## src/rtl/alu_rs.sv

```systemverilog
`default_nettype none
// ============================================================================
// Module      : alu_rs
// Description : ALU reservation station. Buffers dispatched micro-ops, snoops
//               the ALU and LSU CDBs for operand wakeup, issues one ready
//               entry per cycle. Optional macro ALU_RS_WAKE_ISSUE_EN allows
//               same-edge wakeup-and-issue with CDB forwarding.
// Revision    : 1.0 - initial release
// ============================================================================
module alu_rs #(
    parameter int RS_SIZE   = 8,
    parameter int ROB_IDX_W = 4,
    parameter int OPT_W     = 6
) (
    input  logic                 clk,
    input  logic                 rst,
    input  logic                 rdy,
    input  logic                 rob_clr,
    input  logic                 dsp_valid,
    input  logic [OPT_W-1:0]     dsp_opt,
    input  logic [31:0]          dsp_v1,
    input  logic [31:0]          dsp_v2,
    input  logic [ROB_IDX_W-1:0] dsp_q1,
    input  logic [ROB_IDX_W-1:0] dsp_q2,
    input  logic [31:0]          dsp_imm,
    input  logic [ROB_IDX_W-1:0] dsp_rob_idx,
    output logic                 rs_full,
    input  logic                 cdb_alu_valid,
    input  logic [ROB_IDX_W-1:0] cdb_alu_src,
    input  logic [31:0]          cdb_alu_val,
    input  logic                 cdb_lsu_valid,
    input  logic [ROB_IDX_W-1:0] cdb_lsu_src,
    input  logic [31:0]          cdb_lsu_val,
    output logic                 rs_valid,
    output logic [OPT_W-1:0]     rs_opt,
    output logic [31:0]          rs_val1,
    output logic [31:0]          rs_val2,
    output logic [31:0]          rs_imm,
    output logic [ROB_IDX_W-1:0] rs_rob_idx
);

    localparam int c_IDX_W = $clog2(RS_SIZE);

    logic [RS_SIZE-1:0]   r_busy;
    logic [OPT_W-1:0]     r_opt [RS_SIZE];
    logic [31:0]          r_v1  [RS_SIZE];
    logic [31:0]          r_v2  [RS_SIZE];
    logic [31:0]          r_imm [RS_SIZE];
    logic [ROB_IDX_W-1:0] r_q1  [RS_SIZE];
    logic [ROB_IDX_W-1:0] r_q2  [RS_SIZE];
    logic [ROB_IDX_W-1:0] r_rob [RS_SIZE];

    logic [RS_SIZE-1:0]   w_hit1;
    logic [RS_SIZE-1:0]   w_hit2;
    logic [31:0]          w_wake_v1 [RS_SIZE];
    logic [31:0]          w_wake_v2 [RS_SIZE];
    logic [31:0]          w_op1     [RS_SIZE];
    logic [31:0]          w_op2     [RS_SIZE];
    logic [RS_SIZE-1:0]   w_ready;

    logic                 w_free_found;
    logic [c_IDX_W-1:0]   w_free_idx;
    logic                 w_iss_found;
    logic [c_IDX_W-1:0]   w_iss_idx;

    logic [31:0]          w_dsp_v1;
    logic [31:0]          w_dsp_v2;
    logic [ROB_IDX_W-1:0] w_dsp_q1;
    logic [ROB_IDX_W-1:0] w_dsp_q2;

    assign rs_full = &r_busy;

    // Per-entry CDB tag match; ALU bus wins if both buses carry the same tag.
    always_comb begin
        for (int i = 0; i < RS_SIZE; i++) begin
            w_hit1[i]    = 1'b0;
            w_hit2[i]    = 1'b0;
            w_wake_v1[i] = r_v1[i];
            w_wake_v2[i] = r_v2[i];
            if (r_q1[i] != '0) begin
                if (cdb_alu_valid && (r_q1[i] == cdb_alu_src)) begin
                    w_hit1[i]    = 1'b1;
                    w_wake_v1[i] = cdb_alu_val;
                end else if (cdb_lsu_valid && (r_q1[i] == cdb_lsu_src)) begin
                    w_hit1[i]    = 1'b1;
                    w_wake_v1[i] = cdb_lsu_val;
                end
            end
            if (r_q2[i] != '0) begin
                if (cdb_alu_valid && (r_q2[i] == cdb_alu_src)) begin
                    w_hit2[i]    = 1'b1;
                    w_wake_v2[i] = cdb_alu_val;
                end else if (cdb_lsu_valid && (r_q2[i] == cdb_lsu_src)) begin
                    w_hit2[i]    = 1'b1;
                    w_wake_v2[i] = cdb_lsu_val;
                end
            end
`ifdef ALU_RS_WAKE_ISSUE_EN
            w_op1[i]   = w_wake_v1[i];
            w_op2[i]   = w_wake_v2[i];
            w_ready[i] = r_busy[i] && ((r_q1[i] == '0) || w_hit1[i])
                                   && ((r_q2[i] == '0) || w_hit2[i]);
`else
            w_op1[i]   = r_v1[i];
            w_op2[i]   = r_v2[i];
            w_ready[i] = r_busy[i] && (r_q1[i] == '0) && (r_q2[i] == '0);
`endif
        end
    end

    // Lowest-index free and ready entries (scan downwards so the last hit wins).
    always_comb begin
        w_free_found = 1'b0;
        w_free_idx   = '0;
        w_iss_found  = 1'b0;
        w_iss_idx    = '0;
        for (int i = RS_SIZE - 1; i >= 0; i--) begin
            if (!r_busy[i]) begin
                w_free_found = 1'b1;
                w_free_idx   = c_IDX_W'(i);
            end
            if (w_ready[i]) begin
                w_iss_found = 1'b1;
                w_iss_idx   = c_IDX_W'(i);
            end
        end
    end

    // A tag broadcast in the dispatch cycle would otherwise never be seen again.
    always_comb begin
        w_dsp_v1 = dsp_v1;
        w_dsp_q1 = dsp_q1;
        w_dsp_v2 = dsp_v2;
        w_dsp_q2 = dsp_q2;
        if (dsp_q1 != '0) begin
            if (cdb_alu_valid && (dsp_q1 == cdb_alu_src)) begin
                w_dsp_v1 = cdb_alu_val;
                w_dsp_q1 = '0;
            end else if (cdb_lsu_valid && (dsp_q1 == cdb_lsu_src)) begin
                w_dsp_v1 = cdb_lsu_val;
                w_dsp_q1 = '0;
            end
        end
        if (dsp_q2 != '0) begin
            if (cdb_alu_valid && (dsp_q2 == cdb_alu_src)) begin
                w_dsp_v2 = cdb_alu_val;
                w_dsp_q2 = '0;
            end else if (cdb_lsu_valid && (dsp_q2 == cdb_lsu_src)) begin
                w_dsp_v2 = cdb_lsu_val;
                w_dsp_q2 = '0;
            end
        end
    end

    always_ff @(posedge clk) begin
        if (rst) begin
            r_busy     <= '0;
            rs_valid   <= 1'b0;
            rs_opt     <= '0;
            rs_val1    <= '0;
            rs_val2    <= '0;
            rs_imm     <= '0;
            rs_rob_idx <= '0;
        end else if (rdy) begin
            if (rob_clr) begin
                r_busy   <= '0;
                rs_valid <= 1'b0;
            end else begin
                for (int i = 0; i < RS_SIZE; i++) begin
                    if (r_busy[i] && w_hit1[i]) begin
                        r_v1[i] <= w_wake_v1[i];
                        r_q1[i] <= '0;
                    end
                    if (r_busy[i] && w_hit2[i]) begin
                        r_v2[i] <= w_wake_v2[i];
                        r_q2[i] <= '0;
                    end
                end
                if (w_iss_found) begin
                    r_busy[w_iss_idx] <= 1'b0;
                    rs_valid          <= 1'b1;
                    rs_opt            <= r_opt[w_iss_idx];
                    rs_val1           <= w_op1[w_iss_idx];
                    rs_val2           <= w_op2[w_iss_idx];
                    rs_imm            <= r_imm[w_iss_idx];
                    rs_rob_idx        <= r_rob[w_iss_idx];
                end else begin
                    rs_valid <= 1'b0;
                end
                // The free slot is never the issuing one: that entry is still busy.
                if (dsp_valid && w_free_found) begin
                    r_busy[w_free_idx] <= 1'b1;
                    r_opt[w_free_idx]  <= dsp_opt;
                    r_v1[w_free_idx]   <= w_dsp_v1;
                    r_q1[w_free_idx]   <= w_dsp_q1;
                    r_v2[w_free_idx]   <= w_dsp_v2;
                    r_q2[w_free_idx]   <= w_dsp_q2;
                    r_imm[w_free_idx]  <= dsp_imm;
                    r_rob[w_free_idx]  <= dsp_rob_idx;
                end
            end
        end
    end

endmodule
`default_nettype wire
```

## config.mk

```make
export PLATFORM = sky130hd
export DESIGN_NAME = alu_rs
export DESIGN_NICKNAME = d
export VERILOG_FILES = /design/src/rtl/alu_rs.sv
export SDC_FILE = /design/constraint.sdc
export NUM_CORES = 2
export LEC_CHECK = 0
export ABC_AREA = 0
export CORE_ASPECT_RATIO = 0.7
export CORE_MARGIN = 4
export CORE_UTILIZATION = 55
export DETAILED_ROUTE_END_ITERATION = 7
export PLACE_DENSITY = 0.8
export SLEW_MARGIN = 20
export SYNTH_ARGS = -nofsm -noshare
export SYNTH_HDL_FRONTEND = slang
export SYNTH_SLANG_ARGS = --single-unit
export TNS_END_PERCENT = 20
```

## constraint.sdc

```tcl
create_clock -name clk -period 5.45 [get_ports clk]
set_clock_uncertainty 0.05 [all_clocks]
set_input_delay 1.09 -clock clk [delete_from_list [all_inputs] [get_ports clk]]
set_output_delay 1.09 -clock clk [all_outputs]
set_load 0.01 [all_outputs]
```

After elaboration in Yosys (flattened, before gate mapping). Memory sizes are Yosys's and may differ from the RTL's. A register that Yosys moved wholly into a read port is not among the register bits. Cells that the tools add are included. W data, S select, Z words.

Flip-flop bits (word level): 73. Memory bits (writable): 912. Input bits: 193. Output and inout port bits: 108. Word-level logic and storage cells: 407. Memories: 7.

$lt $le $gt $ge: 5. Equal/unequal tests: 36. Muxes and demuxes: 243. Bitwise gates (word level): 5. Reduce and logical (&&, ||, !) cells: 107.

Memory list: r_imm (words 8, bits a word 32, rd ports 1, clocked after Yosys merged registers in 1, write ports 1, line 48) `logic [31:0] r_imm [RS_SIZE];`; r_v1 (words 8, bits a word 32, rd ports 8, clocked after Yosys merged registers in 0, write ports 9, line 46) `logic [31:0] r_v1 [RS_SIZE];`; r_v2 (words 8, bits a word 32, rd ports 8, clocked after Yosys merged registers in 0, write ports 9, line 47) `logic [31:0] r_v2 [RS_SIZE];`; r_opt (words 8, bits a word 6, rd ports 1, clocked after Yosys merged registers in 1, write ports 1, line 45) `logic [OPT_W-1:0] r_opt [RS_SIZE];`; r_q1 (words 8, bits a word 4, rd ports 8, clocked after Yosys merged registers in 0, write ports 9, line 49) `logic [ROB_IDX_W-1:0] r_q1 [RS_SIZE];`; r_q2 (words 8, bits a word 4, rd ports 8, clocked after Yosys merged registers in 0, write ports 9, line 50) `logic [ROB_IDX_W-1:0] r_q2 [RS_SIZE];`; 1 more memories.

Operators by type and width (number): $mux W32 (58); $bmux W32 S3 (2); $mux W1 (153); $eq A4 B4 Y1 (36); $reduce_bool A4 Y1 (18); $logic_and A1 B1 Y1 (71); $logic_not A4 Y1 (16); $mux W3 (16); $mux W8 (6); $mux W4 (6); $and A8 B8 Y8 (1); $lt A3 B4 Y1 const B (2); $not A8 Y8 (1); $or A8 B8 Y8 (1); $reduce_and A8 Y1 (1); $demux W1 S3 (2); $ge A3 B1 Y1 const B (2); $ge A4 B4 Y1 const B (1); $not A3 Y4 (1); $reduce_and A3 Y1 (1); $not A1 Y1 (1).

Longest topological paths before layout.
Word-level depth: 24. Gate-level depth with buffers: 12. Mapped depth without buffers: 8.

Worst setup path before layout. No wires, ideal clock.

Kind: input-to-reg. Start: input port cdb_alu_src[3]. End: memory r_v1[1][0], enable pin. Setup time: 0.470 ns. Data arrival time: 4.990 ns. Required time: 4.930 ns. Setup slack: -0.060 ns. Stages: 6. Buffers on the path: 2. Cell sequence: buf_2 -> buf_1 -> xor2_1 -> nor4_2 -> a31oi_1 -> o31ai_1.

RTL lines: start, declared (line 29) `input logic [ROB_IDX_W-1:0] cdb_alu_src,`; end, declared (line 46).

==> results.md <==
- Counting instances in the post-synthesis netlist gives the leading cell types as 912 x sky130_fd_sc_hd__edfxtp_1, 645 x sky130_fd_sc_hd__nand2_1, 623 x sky130_fd_sc_hd__mux2i_1, 413 x sky130_fd_sc_hd__nor2_1, 311 x sky130_fd_sc_hd__a21oi_1.
- Adding up every negative setup slack in the final design gives 0 ns.
- The pre-antenna-repair detailed-routing pass consisted of 8 iterations.
- The DRC violation total after the first TritonRoute iteration is 7,645.
- The level count of the clock H-tree is 3.
- In the finished design, the share of the clock period the worst path needs comes to 85.5%.
- Setup repair after global routing left no endpoint under its margin.
- The routed design has 174 mm of wire.
- The cell chosen for the clock root is sky130_fd_sc_hd__clkbuf_16.
- The most repeated cell in the gate-level netlist after synthesis is sky130_fd_sc_hd__edfxtp_1.
- The checks that failed: design-rule violations.
- The placement row count is 93.
- Setup violations remaining at the end of the flow were counted as 0.
- The hold violation total from the final report is 0.
- The worst hold path begins at rs_imm[17].
- Sorting the synthesized cells by area gives the leading types as sky130_fd_sc_hd__edfxtp_1 53%, sky130_fd_sc_hd__mux2i_1 12%, sky130_fd_sc_hd__nand2_1 4.7%, sky130_fd_sc_hd__dfxtp_1 4.5%, sky130_fd_sc_hd__a222oi_1 3.3%.
- TritonCTS built the clock tree.
- The top fanout value on the critical path is 53.
- The effective utilization at floorplan is 55.8%.
- The tree built by TritonCTS fans out to 1,027 sinks.
- The flow ran to the end, but the final reports show violations.
- The TritonCTS buffer count is 96.
- Compared with the post-synthesis result, the final layout area differs by 15.1%.
- The top cell type's share of synthesized area is 53.1%.
- The post-synthesis sequential element count is 1,027.
- Post-CTS repair changed the size of 0 cells.
- The synthesized instance count is 4,524.
- The share of final-layout standard cells stronger than drive strength 1 is 9.63%.
- The number of setup buffers added after CTS is 0.
- The global placement routability congestion is 0.954.
- For this run, the number of Yosys warnings is 0.
- For the pin with the worst max-slew slack, the measured transition is 1.15 ns.
- The nature of the critical path endpoint is a register.
- Summed over all cells, the static leakage comes to 19.4 nW.
- The HPWL after detailed placement is 100 mm.
- The initial antenna violation count is 18.
- The startpoint-to-endpoint class of the critical path is reg2reg.
- The highest attainable clock frequency is 0.214 GHz.
- The total global-route track usage is 33.7%.
- Global routing finished with a remaining overflow of 0.
- Tracing the worst setup path back leads to its startpoint at r_q2[3][0].
- Data arrives at the worst endpoint at 5.10 ns.
- At the placement stage, the worst setup path has a slack of 0.788 ns.
- The power per standard cell area is 283 nW/µm².
- The number of global-route vias before repair was 39,100.
- The async set or reset register ratio after synthesis is 0%.
- In the synthesized netlist the dominant register cell turns out to be sky130_fd_sc_hd__edfxtp_1.
- The final instance count without filler cells is 5,925.
- After the last flow step, the layout net total stands at 4,789.
- IR analysis of the VDD net gives a maximum drop of 272 µV.
- The first global-routing pass estimated 252 mm of wire.
- Entering global routing, the biggest net connects 142 pins.
- STA puts the critical path data required time at 5.89 ns.
- The netlist area before placement is 51,600 µm².
- The tightest slew margin relative to the limit is 23.0%.
- The count of nets left with antenna violations once routing finished came out at 0.
- The floorplan step defined a die boundary enclosing 98,900 µm².
- The clock latency on the worst-skew pair is 0.69 ns.
- In this run, distinct cell masters in the synthesized netlist total 55.
- In this run the mean area of a mapped cell was 11.4 µm².
- Counting tap cells, the placed design contains a total of 5,732 instances.
- Dividing the detail-routed wire length by the instance count gives 29.4 µm.
- The proportion of synthesized chip area in sequential cells is 57.5%.
- In the routed design, unresolved DRC markers number 9.
- The synthesized netlist net count is 4,717.
- The type of the tightest min-delay check is reg2reg.
- The final max-slew violation count is 0.
- The count of input and output buffers is 300.
- The horizontal extent of the die is 374 µm.
- At the end of the flow the core is filled with cells to 64.2%.
- Pin placement for this block handled 301 I/O pins.
- Summed over all instances, the cell type with the most area after synthesis is sky130_fd_sc_hd__edfxtp_1.
- The smallest clock period supported by the final layout is computed as 4.66 ns.
- The clock-pin slew on the worst setup and hold paths is 0.06 ns.
- After floorplanning, the core was sized to cover 92,500 µm².
- After clock tree synthesis, the flow added hold-fix buffers numbering 0.
- The type of origin of the critical path is a register.
- In the routed layout, each cell is associated on average with a via count of 6.90.
- The tool flagged a number of max-cap violations equal to 0.
- In this run the critical register-to-register path is launched from r_q2[3][0].
- The post-route worst setup slack is 0.788 ns.
- The clock passes through at most 3 buffers.
- The die span in y is 264 µm.
- The number of flops mapped to enable cells by yosys is 912.
- For this block, the via count after detailed routing is 40,900.
==> final timing paths <==
check / endpoint / slack, ns / depth (start not counted)
worst max-delay path: rs_val2[6] / 0.79 / 8
worst min register to register: rs_imm[17] / 0.40 / 2
worst max register to register: rs_val2[6] / 0.79 / 8
worst min-delay path: rs_imm[17] / 0.40 / 2
==> final cells by class <==
cell class / count / area [µm²]
Antenna cell: 17 / 42.5
Clock inverter: 41 / 543
Clock buffer: 134 / 2740
Sequential cell: 1027 / 29700
Timing Repair Buffer: 456 / 4450
Tap cell: 1235 / 1550
Fill cell: 6711 / 33100
Inverter: 13 / 66.3
Multi-Input combinational cell: 3002 / 20300
==> placed cells by master (no fill, tap or decap), drive strengths merged, types with 37 or more instances in the layout <==
cell type / netlist / routed
a21oi: 341 / 341
nor4: 37 / 37
nand2: 645 / 645
clkdlybuf4s50: 0 / 300
a222oi: 168 / 168
o221ai: 99 / 99
o22ai: 65 / 65
buf: 176 / 156
clkbuf: 306 / 134
xor2: 105 / 105
o21ai: 235 / 235
dfxtp: 115 / 115
nor2: 413 / 413
edfxtp: 912 / 912
mux2i: 623 / 623
==> kinds of logic (layout without fill, tap and decap cells) <==
group,count (synthesis),count (layout),synth area share (%)
compound gates,1059,1059,14.2
xor+xnor,141,141,2.39
buf+inv,495,644,4.05
flops,1027,1027,57.5
mux,644,644,12.5
other cells,0,17,0
simple gates,1158,1158,9.26
==> flip-flops by register name, summed over array words and instances, names as in the netlist <==
name,cells
rs_opt,6
r_busy,8
rs_rob_idx,4
r_q2,32
rs_imm,32
r_q1,32
r_opt,48
rs_val2,32
r_rob,32
r_v1,256
rs_val1,32
r_imm,256
rs_valid,1
r_v2,256
==> where the power goes <==
part           switching, mW  leakage, nW  internal [mW]
Clock                   3.03         1.60           4.04
Sequential           0.00862         9.17           8.58
Combinational          0.743         8.61          0.442
==> routing by layer <==
metal / routed length (µm) / GRT usage [%] / share of wire, %
met5: 91 / 0 / 0.052
met4: 7880 / 14.3 / 4.5
met3: 29200 / 12.7 / 17
met2: 74200 / 48.7 / 43
met1: 62800 / 45.7 / 36
==> stage by stage <==
| stage | power [mW] | hold slack [ns] | cell area [µm²] |
|---|---|---|---|
| 3_5_place_dp | 9.90 | 0.395 | 56100 |
| 6_report | 16.8 | 0.405 | 59400 |
| 3_3_place_gp | 9.86 | 0.390 | 56000 |
| 4_1_cts | 16.8 | 0.404 | 59300 |
| 2_1_floorplan | 9.44 | 0.424 | 51600 |
| 5_1_grt | 17.2 | 0.423 | 59400 |
==> critical path, stage by stage, from the launching register on <==
cell and delay [ns]:
sky130_fd_sc_hd__edfxtp_1 0.44, sky130_fd_sc_hd__nor4_2 0.13, sky130_fd_sc_hd__and3_1 0.22, sky130_fd_sc_hd__nand2b_2 0.45
sky130_fd_sc_hd__nor4_2 0.84, sky130_fd_sc_hd__nand2b_4 0.42, sky130_fd_sc_hd__buf_4 0.66, sky130_fd_sc_hd__buf_4 0.87
sky130_fd_sc_hd__o221ai_1 0.28
(Power assumes the default switching activity.)
